### src/rtl/uart_core.sv
// UART core: fixed-rate transmitter, mid-bit sampling receiver and a small RX FIFO.
// Both serial paths share the same state set:
//   state | meaning
//   IDLE  | line idle, waiting for a byte (TX) or a falling edge (RX)
//   START | start bit in progress
//   DATA  | data bits, LSB first
//   STOP  | stop bit in progress
module uart_core #(
  parameter int CLK_DIV  = 16,
  parameter int DATA_W   = 8,
  parameter int RX_DEPTH = 4
) (
  input  logic              clk,
  input  logic              rst_n,
  input  logic [DATA_W-1:0] tx_data,
  input  logic              tx_valid,
  output logic              tx_ready,
  output logic [DATA_W-1:0] rx_data,
  output logic              rx_valid,
  input  logic              rx_ready,
  output logic              rx_overrun,
  output logic              rx_frame_err,
  input  logic              uart_rx,
  output logic              uart_tx
);

  localparam int CW = $clog2(CLK_DIV);
  localparam int BW = $clog2(DATA_W);
  localparam int AW = $clog2(RX_DEPTH);
  localparam logic [CW-1:0] BIT_LAST  = CW'(CLK_DIV - 1);
  localparam logic [CW-1:0] HALF_LAST = CW'(CLK_DIV / 2 - 1);
  localparam logic [BW-1:0] IDX_LAST  = BW'(DATA_W - 1);

  typedef enum logic [1:0] {IDLE, START, DATA, STOP} state_t;

  state_t            tx_state;
  logic [CW-1:0]     tx_cnt;
  logic [BW-1:0]     tx_idx;
  logic [DATA_W-1:0] tx_shift;

  always_ff @(posedge clk or negedge rst_n) begin
    if (!rst_n) begin
      tx_state <= IDLE;
      tx_cnt   <= '0;
      tx_idx   <= '0;
      tx_shift <= '0;
      tx_ready <= 1'b1;
      uart_tx  <= 1'b1;
    end else begin
      case (tx_state)
        IDLE: begin
          if (tx_valid && tx_ready) begin
            tx_shift <= tx_data;
            tx_cnt   <= BIT_LAST;
            tx_ready <= 1'b0;
            uart_tx  <= 1'b0;
            tx_state <= START;
          end
        end
        START: begin
          if (tx_cnt == '0) begin
            tx_cnt   <= BIT_LAST;
            tx_idx   <= '0;
            uart_tx  <= tx_shift[0];
            tx_shift <= tx_shift >> 1;
            tx_state <= DATA;
          end else begin
            tx_cnt <= tx_cnt - 1'b1;
          end
        end
        DATA: begin
          if (tx_cnt == '0) begin
            tx_cnt <= BIT_LAST;
            if (tx_idx == IDX_LAST) begin
              uart_tx  <= 1'b1;
              tx_state <= STOP;
            end else begin
              tx_idx   <= tx_idx + 1'b1;
              uart_tx  <= tx_shift[0];
              tx_shift <= tx_shift >> 1;
            end
          end else begin
            tx_cnt <= tx_cnt - 1'b1;
          end
        end
        STOP: begin
          if (tx_cnt == '0) begin
            tx_ready <= 1'b1;
            tx_state <= IDLE;
          end else begin
            tx_cnt <= tx_cnt - 1'b1;
          end
        end
        default: tx_state <= IDLE;
      endcase
    end
  end

  // [1] is the synchronized line; [2] is its previous value for edge detection
  logic [2:0] rx_sync;
  logic       rx_line;

  assign rx_line = rx_sync[1];

  always_ff @(posedge clk or negedge rst_n) begin
    if (!rst_n) rx_sync <= 3'b111;
    else        rx_sync <= {rx_sync[1:0], uart_rx};
  end

  state_t            rx_state;
  logic [CW-1:0]     rx_cnt;
  logic [BW-1:0]     rx_idx;
  logic [DATA_W-1:0] rx_shift;
  logic              push;

  assign push = (rx_state == STOP) && (rx_cnt == '0) && rx_line;

  always_ff @(posedge clk or negedge rst_n) begin
    if (!rst_n) begin
      rx_state     <= IDLE;
      rx_cnt       <= '0;
      rx_idx       <= '0;
      rx_shift     <= '0;
      rx_frame_err <= 1'b0;
    end else begin
      rx_frame_err <= 1'b0;
      case (rx_state)
        IDLE: begin
          if (rx_sync[2] && !rx_line) begin
            rx_cnt   <= HALF_LAST;
            rx_state <= START;
          end
        end
        START: begin
          if (rx_cnt == '0) begin
            if (rx_line) begin
              rx_state <= IDLE;
            end else begin
              rx_cnt   <= BIT_LAST;
              rx_idx   <= '0;
              rx_state <= DATA;
            end
          end else begin
            rx_cnt <= rx_cnt - 1'b1;
          end
        end
        DATA: begin
          if (rx_cnt == '0) begin
            rx_shift <= {rx_line, rx_shift[DATA_W-1:1]};
            rx_cnt   <= BIT_LAST;
            if (rx_idx == IDX_LAST) rx_state <= STOP;
            else                    rx_idx   <= rx_idx + 1'b1;
          end else begin
            rx_cnt <= rx_cnt - 1'b1;
          end
        end
        STOP: begin
          if (rx_cnt == '0) begin
            rx_frame_err <= !rx_line;
            rx_state     <= IDLE;
          end else begin
            rx_cnt <= rx_cnt - 1'b1;
          end
        end
        default: rx_state <= IDLE;
      endcase
    end
  end

  logic [DATA_W-1:0] mem [RX_DEPTH];
  logic [AW:0]       wptr, rptr;
  logic              full, pop, wr;

  assign rx_valid = (wptr != rptr);
  assign full     = (wptr[AW] != rptr[AW]) && (wptr[AW-1:0] == rptr[AW-1:0]);
  assign pop      = rx_valid && rx_ready;
  // A pop in the same cycle frees the slot being written, so full+pop still accepts
  assign wr       = push && (!full || pop);
  assign rx_data  = mem[rptr[AW-1:0]];

  always_ff @(posedge clk or negedge rst_n) begin
    if (!rst_n) begin
      wptr       <= '0;
      rptr       <= '0;
      rx_overrun <= 1'b0;
      for (int i = 0; i < RX_DEPTH; i++) mem[i] <= '0;
    end else begin
      rx_overrun <= push && full && !pop;
      if (wr) begin
        mem[wptr[AW-1:0]] <= rx_shift;
        wptr              <= wptr + 1'b1;
      end
      if (pop) rptr <= rptr + 1'b1;
    end
  end

endmodule
### config.mk
export PLATFORM = sky130hd
export DESIGN_NAME = uart_core
export DESIGN_NICKNAME = d
export VERILOG_FILES = /design/src/rtl/uart_core.sv
export SDC_FILE = /design/constraint.sdc
export NUM_CORES = 1
export LEC_CHECK = 0
export CAP_MARGIN = 20
export CELL_PAD_IN_SITES_DETAIL_PLACEMENT = 0
export CELL_PAD_IN_SITES_GLOBAL_PLACEMENT = 2
export CORE_MARGIN = 2
export CORE_UTILIZATION = 45
export CTS_BUF_LIST = sky130_fd_sc_hd__clkbuf_2
export CTS_CLUSTER_SIZE = 10
export DETAILED_ROUTE_END_ITERATION = 10
export GPL_TIMING_DRIVEN = 0
export PLACE_DENSITY_LB_ADDON = 0.12
export REMOVE_ABC_BUFFERS = 1
export SETUP_SLACK_MARGIN = 0.15
export SLEW_MARGIN = 30
export SYNTH_ARGS = -nofsm -noshare
export SYNTH_HDL_FRONTEND = slang
export SYNTH_SLANG_ARGS = --single-unit
### constraint.sdc
create_clock -name clk -period 4.8 [get_ports clk]
set_input_delay 0.96 -clock clk [delete_from_list [all_inputs] [get_ports clk]]
set_output_delay 0.96 -clock clk [all_outputs]
set_load 0.02 [all_outputs]
==> flow_summary_export.csv <==
group,metric,value,unit
yosys,syn_avg_cell_area,12.7,um^2
yosys,ys.flop_type,"dfrtp_1",
die,dieArea,0.00943,mm^2
routing,drtIter0Drc,56,
placed_design,placed_area,0.00428,mm^2
cells_and_area,design_area,0.00438,mm^2
die,coreArea,0.00830,mm^2
routing,routedWlPerCell,15.0,um
cells_and_area,fill_cells,751,
clock_tree,clock_sinks,79,
clock_tree,cts_tree,"done",
critical_path,r2r_cells,6,
cells_and_area,final_cell_mix,"74 x dfrtp_1, 44 x mux2_2, 24 x clkdlybuf4s50_1, 20 x ha_1, 18 x nor2_1",
timing,post-route-period-util,72.8,%
clock_tree,clk_pin_slew_worst_paths,0.25,ns
cells_and_area,nNetsFinal,369,
clock_tree,clk_latency,0.52,ns
placed_design,place_congestion,0.722,
yosys,synth.distinct_cells,54,
die,initial_core_util,47.0,%
placed_design,hpwl,4560,um
global_routing,grt_max_degree,53,
routing,dr.pass1.iters,4,
yosys,synthTopCellsByArea,"dfrtp_1 47%, mux2_2 13%, ha_1 6.4%",
critical_path,rr_endpoint,"mem[15]",
cells_and_area,n_antenna_cell,0,
timing,period_minus_slack,3.49,ns
yosys,yosysSeqAreaShare,50.9,%
clock_tree,cts_resized,0,
power_and_ir_drop,p_total,0.00155,W
global_routing,antenna_found_initial,0,
routing,remaining_drc_errors,0,
cells_and_area,drive_above_1_share,26.4,%
outcome,status,"complete, no violations",
critical_path,worstPathArrival,2.53,ns
hold_path,hp-class,"in2async",
yosys,synth_top_area_cell,"dfrtp_1",
die,die_y,97.1,um
yosys,synth_top_area_share,47.5,%
clock_tree,cts_buffers,9,
yosys,yosysWarnings,0,
yosys,ys_ff_latch,79,
timing,holdWs,0.254,ns
global_routing,grt_pass1_wl,12100,um
global_routing,grt_pass1_vias,2496,
power_and_ir_drop,leakage,2.05,nW
cells_and_area,layout_commonest_cell,"dfrtp_1",
global_routing,grt_util_all_layers,16.0,%
cells_and_area,syn_to_final_growth,12.3,%
routing,routed_via_density,5.29,
critical_path,crit_fanout,11,
die,io_pins,26,
cells_and_area,fin_util,52.8,%
yosys,async_flop_share,100,%
timing,setup-tns-final,0,ns
yosys,synthCells,306,
clock_tree,clock_path_buffers,2,
timing,slew_headroom,45.3,%
timing,hold_violations,0,
clock_tree,cts_hold_buf,0,
timing,fmax,286,MHz
yosys,synth_edf_count,0,
routing,postRouteAntennaNets,0,
yosys,netlist_area,0.00390,mm^2
clock_tree,cts_setup_buffers,0,
critical_path,r2r_start,"rx_cnt[0]",
power_and_ir_drop,power_density,355,mW/mm^2
die,die_w,97.1,um
critical_path,crit_type,"reg2out",
critical_path,r2r_setup_slack,2.12,ns
critical_path,critPathCaptureType,"output pin",
routing,routed_wl,6690,um
critical_path,crit_required,3.84,ns
global_routing,grt_overflow,0,
clock_tree,root_buffer,"clkbuf_2",
timing,rsz0062_at_grt,"no",
routing,vias,2358,
critical_path,critical_path.startpoint_type,"flop",
die,row_count,33,
clock_tree,htree_levels,3,
timing,slew_viol_final,0,
timing,setup_viol,0,
placed_design,portBuffers,25,
job,drv_cap,0,
timing,worstMarginPinSlew,0.817,ns
timing,skew,0.0416,ns
power_and_ir_drop,ir_worst_vdd,336,uV
## worst max path at each step
| stage | start | endpoint | slack (ns) | cells past startpoint |
|---|---|---|---|---|
| 5_1_grt | rptr[0] | rx_valid | 1.09 | 4 |
| 4_1_cts | rptr[0] | rx_data[7] | 1.20 | 2 |
| 3_3_place_gp | rst_n | rptr[2] | -0.13 | 1 |
| 3_5_place_dp | rptr[0] | rx_data[7] | 1.83 | 2 |
| 2_1_floorplan | rx_cnt[0] | mem[0] | 2.31 | 6 |
| 6_report | rptr[0] | rx_data[7] | 1.31 | 2 |
## cell families after synthesis
kind of cell	share of synthesized area, %
buf+inv	2.37
compound gates	9.95
fa+ha+maj	6.42
flops	50.9
mux	19.4
simple gates	9.69
xor+xnor	1.35
## cells in the mapped netlist (all sizes together), types with 4 or more instances
cell type	count
nand2	16
nor2	18
mux2i	8
nor3b	7
a21oi	13
mux2	44
inv	13
o21ai	17
clkbuf	4
o21a	4
nor3	5
mux4	8
dfrtp	74
ha	20
dfstp	5
buf	4
## final cells by class
type / count / area [um^2] / share of cell area, %
flip-flops and latches: 79 / 1980 / 45.3
multi-input cells: 206 / 1830 / 41.8
repair buffers: 27 / 287 / 6.54
well taps: 105 / 131 / 3.00
clock inverters: 7 / 55.1 / 1.26
inverters: 13 / 48.8 / 1.11
clock buffers: 9 / 45.0 / 1.03
## where the power goes
group / internal, W / leakage (nW) / total (W) / switching, W
Clock: 0.0000732 / 0.0605 / 0.000319 / 0.000246
Combinational: 0.000198 / 0.965 / 0.000409 / 0.000211
Sequential: 0.000722 / 1.02 / 0.000824 / 0.000102
Total: 0.000993 / 2.05 / 0.00155 / 0.000559
## worst max-delay path, stage by stage (launching register included)
cell and delay (ns):
dfrtp_1 0.87, mux4_2 0.61, clkdlybuf4s50_1 0.55
## sequential cells by signal, summed over array words and instances, names as in the netlist, named ones only
signal        flops
rx_idx            3
rptr              3
tx_cnt            4
rx_sync           3
tx_idx            3
rx_cnt            4
tx_shift          8
rx_state          1
uart_tx           1
rx_frame_err      1
mem              32
rx_shift          8
wptr              3
tx_state          2
tx_ready          1
rx_overrun        1
## through the flow
step / setup slack [ns] / instances
floorplan: 2.31 / 298
CTS: 1.20 / 446
global route: 1.09 / 446
finish: 1.31 / 446
global placement: -0.125 / 428
detailed placement: 1.83 / 430
## per-layer routing
metal	global-route usage (%)	share of wire, %	up-vias
li1	-	-	1169
met1	23.3	51	1147
met2	23.5	44	31
met4	6.83	1.7	0
met5	0	0	-
met3	2.88	2.5	11
(Power assumes the default switching activity.)
